$ cat src/rtl/dms_pkg.sv
// rtl/dms_pkg.sv - shared parameters, Regsrc codes, IR fields and frame type for dms_core
package dms_pkg;

  localparam int WIDTH = 16;
  localparam int NREG  = 16;
  localparam int DEPTH = 8;

  localparam int OP_HI = 15;
  localparam int OP_LO = 12;
  localparam int F1_HI = 7;
  localparam int F1_LO = 4;
  localparam int F2_HI = 3;
  localparam int F2_LO = 0;

  typedef enum logic [1:0] {
    SRC_IMR = 2'd0,
    SRC_IO  = 2'd1,
    SRC_W21 = 2'd2,
    SRC_W22 = 2'd3
  } regsrc_t;

  // regs[14] is r15 and regs[0] is r1, matching the fcOut bit layout
  typedef struct packed {
    logic [NREG-2:0][WIDTH-1:0] regs;
    logic [WIDTH-1:0]           ra;
  } frame_t;

endpackage

$ cat src/rtl/dms_frame_stack.sv
// rtl/dms_frame_stack.sv - DEPTH-entry LIFO of register frames
module dms_frame_stack
  import dms_pkg::*;
(
  input  logic   clk,
  input  logic   reset,
  input  logic   push,
  input  logic   pop,
  input  frame_t push_frame,
  output frame_t top_frame,
  output logic   full,
  output logic   empty
);

  localparam int SPW = $clog2(DEPTH + 1);
  localparam int AW  = $clog2(DEPTH);

  frame_t         mem [DEPTH];
  logic [SPW-1:0] sp;
  logic [SPW-1:0] top_idx;

  assign full    = (sp == SPW'(DEPTH));
  assign empty   = (sp == '0);
  assign top_idx = sp - SPW'(1);
  assign top_frame = mem[top_idx[AW-1:0]];

  always_ff @(posedge clk) begin
    if (reset) begin
      sp <= '0;
    end else if (push && !pop && !full) begin
      mem[sp[AW-1:0]] <= push_frame;
      sp <= sp + SPW'(1);
    end else if (pop && !push && !empty) begin
      sp <= sp - SPW'(1);
    end
  end

endmodule

$ cat src/rtl/dms_core.sv
// rtl/dms_core.sv - register file, RA, io register, compare and frame backup/restore
module dms_core
  import dms_pkg::*;
(
  input  logic                        clk,
  input  logic                        reset,
  input  logic                        backup,
  input  logic                        restore,
  input  logic                        cmpeq,
  input  logic                        cmpne,
  input  logic                        RegW1,
  input  logic                        RegW2,
  input  logic                        RegR1,
  input  logic                        RegR2,
  input  logic                        writeCR,
  input  logic                        w1,
  input  logic [1:0]                  Regsrc,
  input  logic [WIDTH-1:0]            ioIn,
  input  logic [WIDTH-1:0]            RAIn,
  input  logic [WIDTH-1:0]            IR,
  input  logic [WIDTH-1:0]            ImR,
  input  logic [WIDTH-1:0]            w2_1,
  input  logic [WIDTH-1:0]            w2_2,
  output logic [3:0]                  op,
  output logic [WIDTH-1:0]            RAOut,
  output logic [WIDTH-1:0]            ImROut,
  output logic [WIDTH-1:0]            ioOut,
  output logic [WIDTH-1:0]            A,
  output logic [WIDTH-1:0]            B,
  output logic                        cmp_result,
  output logic [(NREG-1)*WIDTH-1:0]   fcOut
);

  logic [NREG-1:1][WIDTH-1:0] regs_q;
  logic [NREG-1:0][WIDTH-1:0] rf_view;
  logic [WIDTH-1:0]           ra_q;
  logic [WIDTH-1:0]           io_q;
  logic [3:0]                 f1, f2;
  logic [WIDTH-1:0]           wd1, wd2;
  logic                       stk_full, stk_empty, do_push, do_pop;
  frame_t                     push_frame, top_frame;
  logic                       unused_ir;

  assign op        = IR[OP_HI:OP_LO];
  assign f1        = IR[F1_HI:F1_LO];
  assign f2        = IR[F2_HI:F2_LO];
  assign unused_ir = ^IR[11:8];
  assign ImROut    = ImR;
  assign RAOut     = ra_q;
  assign ioOut     = io_q;
  assign fcOut     = regs_q;

  // r0 is materialised as a constant zero slot so reads need no special case
  assign rf_view = {regs_q, {WIDTH{1'b0}}};
  assign A = RegR1 ? rf_view[f1] : '0;
  assign B = RegR2 ? rf_view[f2] : '0;
  assign cmp_result = (cmpeq && (A == B)) || (cmpne && (A != B));

  assign wd1 = w1 ? w2_2 : w2_1;
  always_comb begin
    wd2 = ImR;
    unique case (Regsrc)
      SRC_IMR: wd2 = ImR;
      SRC_IO:  wd2 = ioIn;
      SRC_W21: wd2 = w2_1;
      SRC_W22: wd2 = w2_2;
      default: wd2 = ImR;
    endcase
  end

  assign do_push = backup && !restore && !stk_full;
  assign do_pop  = restore && !backup && !stk_empty;

  // Snapshot uses pre-edge registers, so same-cycle writes land after the push
  assign push_frame.regs = regs_q;
  assign push_frame.ra   = RAIn;

  dms_frame_stack u_stack (
    .clk        (clk),
    .reset      (reset),
    .push       (do_push),
    .pop        (do_pop),
    .push_frame (push_frame),
    .top_frame  (top_frame),
    .full       (stk_full),
    .empty      (stk_empty)
  );

  always_ff @(posedge clk) begin
    if (reset) begin
      regs_q <= '0;
      ra_q   <= '0;
      io_q   <= '0;
    end else begin
      if (writeCR) io_q <= A;
      if (do_pop) begin
        regs_q <= top_frame.regs;
        ra_q   <= top_frame.ra;
      end else begin
        ra_q <= RAIn;
        // port 2 is evaluated last so it wins an address collision
        for (int i = 1; i < NREG; i++) begin
          if (RegW1 && f1 == 4'(i)) regs_q[i] <= wd1;
          if (RegW2 && f2 == 4'(i)) regs_q[i] <= wd2;
        end
      end
    end
  end

endmodule

$ cat config.mk
export PLATFORM = sky130hd
export DESIGN_NAME = dms_core
export DESIGN_NICKNAME = d
export VERILOG_FILES = /design/src/rtl/dms_pkg.sv /design/src/rtl/dms_frame_stack.sv /design/src/rtl/dms_core.sv
export SDC_FILE = /design/constraint.sdc
export NUM_CORES = 2
export LEC_CHECK = 0
export BUFFER_PORTS_ARGS = -buffer_cell sky130_fd_sc_hd__buf_2
export CAP_MARGIN = 20
export CELL_PAD_IN_SITES_DETAIL_PLACEMENT = 0
export CELL_PAD_IN_SITES_GLOBAL_PLACEMENT = 1
export CORE_MARGIN = 5
export CORE_UTILIZATION = 58
export CTS_CLUSTER_DIAMETER = 60
export DETAILED_ROUTE_END_ITERATION = 8
export PLACE_DENSITY_LB_ADDON = 0.05
export SLEW_MARGIN = 25
export SYNTH_ARGS = -nofsm -noshare
export SYNTH_HDL_FRONTEND = slang
export SYNTH_SLANG_ARGS = --single-unit
$ cat constraint.sdc
create_clock -name clk -period 55.5 [get_ports clk]
set_input_delay 16.65 -clock clk [delete_from_list [all_inputs] [get_ports clk]]
set_output_delay 16.65 -clock clk [all_outputs]
set_load 0.05 [all_outputs]
### Yosys cells after proc, flatten, opt, wreduce, memory -nomap -nowiden

Memories as Yosys holds them, arrays and structs flattened.
Cells that the tools add are included.

| word-level totals | value |
|---|---|
| bits in registers | 276 |
| bits in writable memories | 2,048 |
| input bits | 110 |
| output and inout port bits | 325 |
| word-level logic and storage cells | 169 |
| memories kept | 1 |

| cells by class | value |
|---|---|
| add/subtract/negate cells | 2 |
| magnitude comparators | 2 |
| equal/unequal tests | 36 |
| mux-type cells | 45 |
| reductions and logical operators | 65 |

Memory list:

| name | words | bits a word | rd ports | clocked after Yosys merged registers in | wr ports | RTL line | RTL |
|---|---|---|---|---|---|---|---|
| u_stack.mem | 8 | 256 | 1 | 0 | 1 | dms_frame_stack.sv:18 | `frame_t mem [DEPTH];` |

Operators by type and width:

| cell | count |
|---|---|
| two-way mux 16 bit | 36 |
| two-way mux 240 bit | 1 |
| binary-select mux 16 bit (select 4 bit) | 2 |
| equality test 4 bit, second input constant | 17 |
| one-hot mux 16 bit (4 select lines) | 1 |
| nonzero test 3 bit | 15 |
| logical AND 1 bit | 40 |
| equality test 4 x 3 -> 1 bit, second input constant | 8 |
| equality test 16 bit | 1 |
| equality test 4 x 2 -> 1 bit, second input constant | 4 |
| inequality test 16 bit | 1 |
| < comparator 4 x 5 -> 1 bit, second input constant | 2 |
| equality test 4 x 1 -> 1 bit, second input constant | 2 |
| two-way mux 4 bit | 2 |
| logical NOT 1 bit | 6 |
| adder 4 x 1 -> 4 bit, second input constant | 1 |
| equality test 2 bit, second input constant | 2 |
| logical NOT 4 bit | 1 |
| subtractor 4 x 1 -> 4 bit, second input constant | 1 |
| two-way mux 1 bit | 3 |
| equality test 2 x 1 -> 1 bit, second input constant | 1 |
| logical NOT 2 bit | 1 |
| nonzero test 2 bit | 1 |
| logical OR 1 bit | 1 |

### Logic depth before layout (Yosys ltp)

| logic depth | value |
|---|---|
| depth after elaboration | 9 |
| gate-level depth with buffers | 12 |
| depth with buffers taken out | 7 |

### Modules after synthesis

From an unflattened synthesis, not the netlist that was laid out.

| unflattened totals | value |
|---|---|
| cells, all modules | 5,301 |
| area total of the unflattened synthesis | 96,147.2 um2 |

By module, submodules not included:

| module | times used | cells an instance | area an instance (um2) | sequential area each (um2) |
|---|---|---|---|---|
| dms_frame_stack | 1 | 3,010 | 77,320.4 | 61,579.1 |
| dms_core | 1 | 2,291 | 18,826.8 | 5,445.2 |

### Worst setup path after synthesis

No wires, ideal clock.

| path | value |
|---|---|
| kind | input -> output |
| start point | in IR[1] |
| end point | out cmp_result |
| arrival | 19.994 ns |
| data required time | 38.850 ns |
| setup slack | 18.856 ns |
| cell stages on the path | 10 |
| buffers on the path | 3 |
| cell sequence | clkbuf_1 > nor2b_1 > clkbuf_1 > clkbuf_1 > a221oi_1 > o31ai_1 > xor2_1 > nor4_1 > nand4_1 > mux2_1 |

| between the ends | value |
|---|---|
| cells in the longest elaborated chain, start to end | 6 |
| elaborated cells on any way between the ends | 8 |
| those cells by class | eq/ne: 2; mux: 3; reduce/logical: 3 |

RTL lines:

| element | RTL line | RTL |
|---|---|---|
| start: declaration | dms_core.sv:20 | `input logic [WIDTH-1:0] IR,` |
| binary-select mux 16 bit (select 4 bit) * | dms_core.sv:56 | `assign B = RegR2 ? rf_view[f2] : '0;` |
| two-way mux 16 bit (not written as such) * | dms_core.sv:56 |  |
| two-way mux 16 bit * | dms_core.sv:56 |  |
| via B[1] | dms_core.sv:29 | `output logic [WIDTH-1:0] B,` |
| equality test 16 bit or inequality test 16 bit (tied branches) | dms_core.sv:57 | `assign cmp_result = (cmpeq && (A == B)) \|\| (cmpne && (A != B));` |
| logical AND 1 bit | dms_core.sv:57 |  |
| logical OR 1 bit * | dms_core.sv:57 |  |
| end: declaration | dms_core.sv:30 | `output logic cmp_result,` |

Mark *: on every way through the listed nets, which the timed path passes. The rest lies on a longest branch. The select of a mux whose other input is x is not followed.

### Worst setup path after layout

| path | value |
|---|---|
| start point | in IR[5] |
| end point | out cmp_result |

| between the ends | value |
|---|---|
| cells in the longest elaborated chain, start to end | 6 |
| elaborated cells on any way between the ends | 8 |
| those cells by class | eq/ne: 2; mux: 3; reduce/logical: 3 |

RTL lines:

| element | RTL line | RTL |
|---|---|---|
| binary-select mux 16 bit (select 4 bit) * | dms_core.sv:55 | `assign A = RegR1 ? rf_view[f1] : '0;` |
| two-way mux 16 bit (not written as such) * | dms_core.sv:55 |  |
| two-way mux 16 bit * | dms_core.sv:55 |  |
| equality test 16 bit or inequality test 16 bit (tied branches) | dms_core.sv:57 |  |
| logical AND 1 bit | dms_core.sv:57 |  |
| logical OR 1 bit * | dms_core.sv:57 |  |

Mark *: on every way between the ends. The rest lies on a longest branch, timed or not. The select of a mux whose other input is x is not followed.

==> impl_metrics.py <==
metrics = {
    "power": {
        "seqPwrFrac_pct": 46.0,
        "p_switching_w": 0.00141,
        "clkPwrFrac_pct": 32.9,
        "total_power_w": 0.00472,
        "cellLeakagePower_nw": 35.5,
        "switching_share_pct": 29.8,
        "internal-power_w": 0.00331,
        "ir_drop_uv": 38.1,
        "powerDensity_mw_per_mm2": 44.0,
        "power_frac_comb_pct": 21.1,
    },
    "clocking": {
        "post_cts_buffers": 0,
        "clock-root-buffer": "clkbuf_16",
        "clk_latency_ns": 0.88,
        "clkTransAtPathRegs_ns": 0.06,
        "cts_resized": 0,
        "htreeDepth": 4,
        "clock_sinks": 2324,
        "cts_hold_buf": 0,
        "clock_path_buffers": 3,
        "cts_tree": "done",
        "cts_buffers": 226,
    },
    "setup_path": {
        "startpoint_type": "input port",
        "r2r-start": "u_stack.sp[0]",
        "critPathMaxFanout": 50,
        "required_ns": 38.85,
        "r2r_slack_ns": 49.52,
        "reg2reg_depth": 11,
        "worstSetupPathType": "in -> out",
        "cp.arrival_ns": 21.20,
        "end_kind": "output port",
        "r2r-end": "u_stack.mem[7][108]",
    },
    "detailed_routing": {
        "post-route-drc-count": 0,
        "drtPass1Iterations": 8,
        "wl_per_cell_microns": 37.4,
        "vias": 55000,
        "wirelength_mm": 296,
        "ant_nets": 0,
        "via_per_inst": 6.96,
        "dr.first_iter.drc_count": 7604,
    },
    "floorplanning": {
        "die_area_sq_mm": 0.172,
        "initial_core_util_pct": 58.3,
        "num_rows": 148,
        "ios": 435,
        "die_w_microns": 414,
        "die_h_microns": 414,
        "coreArea_sq_mm": 0.163,
    },
    "place": {
        "io_buffers": 422,
        "gp_congestion": 0.939,
        "dp_hpwl_mm": 179,
        "postPlaceCellArea_sq_mm": 0.0996,
    },
    "timing": {
        "relSlewSlack_pct": 24.2,
        "fmax_mhz": 26.4,
        "fin_setup_tns_ns": 0,
        "min_period_ns": 37.85,
        "finalCritPeriodShare_pct": 68.2,
        "setup_viol": 0,
        "finClkSkew_ns": 0.0413,
        "worstMarginPinSlew_ns": 1.14,
        "grt_setup_unrepaired": "no",
        "hold_viol": 0,
        "drv_slew": 0,
    },
    "global_routing": {
        "grt_use_total_pct": 34.3,
        "grt_pass1_vias": 53400,
        "grt_max_degree": 179,
        "antenna_found_initial": 34,
        "gr-total-overflow": 0,
        "grt_first_pass_wirelength_mm": 414,
    },
    "synth": {
        "ys_types": 45,
        "ys_ff_latch": 2324,
        "async_flop_share_pct": 0,
        "synth-seq-area-share_pct": 70.7,
        "yosys_warnings": 0,
        "postSynthCellCount": 5129,
        "netlist_area_sq_mm": 0.0948,
        "ys.flop_type": "edfxtp_1",
        "synth_edf_count": 2048,
        "syn_avg_cell_area_sq_um": 18.5,
        "syn_nets": 5241,
    },
    "job": {
        "maxCapViolations": 0,
    },
    "status": {
        "status": "finished clean",
    },
    "layout": {
        "fillers": 11100,
        "final_common_cell": "edfxtp_1",
        "nets": 5618,
        "final_cell_mix": "edfxtp_1, a211oi_1, mux4_2",
        "final_area_sq_mm": 0.107,
        "area_delta_synth_final_pct": 13.1,
        "drive_gt1_share_pct": 29.0,
    },
    "hold_path": {
        "hold_class": "reg -> reg",
        "whs_path_depth": 2,
        "hold_end": "ioOut[0]",
        "worstHoldStart": "ioOut[0]",
    },
}
synthesized netlist by cell type, types with 2 or more instances:
cell      instances  area (sq um)
o211ai_1         80           601
ha_1              2          25.0
nand3b_1          6          45.0
xnor2_1           2          17.5
edfxtp_1       2048         61500
nor3_1            5          25.0
o21ai_0          96           480
and3_1            3          18.8
a21oi_1           2          10.0
o22ai_1          16           100
o31ai_1          32           240
a211oi_1        576          4320
inv_1             2          7.51
buf_4            22           165
buf_1            59           221
nor2b_1          18           113
mux4_1           17           447
buf_2            24           120
a221oi_1         32           280
nand2b_1         11          68.8
and3b_1           3          26.3
or3_1             4          25.0
nor2_1          305          1140
buf_12            2          40.0
nand2_1         106           398
nand3_1           3          15.0
mux2_2           80           901
a22oi_1          33           248
buf_6             2          22.5
dfxtp_1         276          5530
o21a_1           17           128
mux2i_1         304          3040
mux4_2          575         12900
nor4_1            4          25.0
clkbuf_1        335          1260
xor2_1           18           158
cell type report:
type,instances,area [sq um],area share [%]
sequential,2324,67000,62.5
clock buffer,327,6450,6.02
clock inverter,101,1090,1.01
tap,2175,2720,2.54
antenna,29,72.6,0.0677
multi-input combinational,2357,26300,24.5
timing repair buffer,595,3570,3.33
inverter,2,7.51,0.00700
power by group through the flow:
stage | registers [W] | clock network, W | logic [W]
3_5_place_dp | 0.00220 | 0 | 0.000989
3_3_place_gp | 0.00220 | 0 | 0.000982
2_1_floorplan | 0.00224 | 0 | 0.000609
5_1_grt | 0.00218 | 0.00164 | 0.00105
6_report | 0.00217 | 0.00155 | 0.000994
4_1_cts | 0.00217 | 0.00156 | 0.000993
worst max path at each step:
stage                       endpoint  startpoint  slack [ns]  cells after the start
after detailed placement  cmp_result       IR[5]       17.85                     10
final                     cmp_result       IR[5]       17.65                     10
after global placement    cmp_result       IR[5]       17.87                     10
after CTS                 cmp_result       IR[5]       17.85                     10
after global routing      cmp_result       IR[5]       17.57                     10
after floorplan           cmp_result       IR[1]       18.86                     10
layer usage:
metal	vias up	wire length [microns]	global-route usage [%]
met5	-	128	0.556
met4	12	16300	16.1
met3	607	35800	10.6
met2	3351	133000	51.1
met1	29000	110000	46.8
li1	22100	-	-
critical path: stages:
cell      delay, ns
buf_4          0.39
buf_4          0.65
and2b_1        0.64
a221oi_1       0.19
o31ai_1        0.83
xor2_1         0.14
nor4_1         0.52
nand4_1        0.45
mux2_1         0.45
buf_2          0.21
logic make-up (layout without fill, tap and decap cells):
group / count (synthesis) / count (layout) / synth area share [%]
other cells: 0 / 29 / 0
xor+xnor: 20 / 20 / 0.185
fa+ha+maj: 2 / 2 / 0.0264
buf+inv: 448 / 1025 / 1.95
simple gates: 472 / 472 / 2.04
flops: 2324 / 2324 / 70.7
compound gates: 886 / 886 / 6.78
mux: 977 / 977 / 18.3
stage by stage:
stage / setup slack [ns] / hold slack (ns) / utilization [%] / instances
floorplan: 18.86 / 0.523 / - / 5129
global placement: 17.87 / 0.471 / 61.2 / 7452
detailed placement: 17.85 / 0.478 / 61.2 / 7452
CTS: 17.85 / 0.495 / 65.9 / 7880
global route: 17.57 / 0.526 / 65.9 / 7884
finish: 17.65 / 0.490 / 65.9 / 7910
flip-flops by register name, summed over array words and instances (netlist names):
| signal | flops |
|---|---|
| u_stack.mem | 2048 |
| fcOut | 240 |
| RAOut | 16 |
| ioOut | 16 |
| u_stack.sp | 4 |
(Power assumes the default switching activity.)
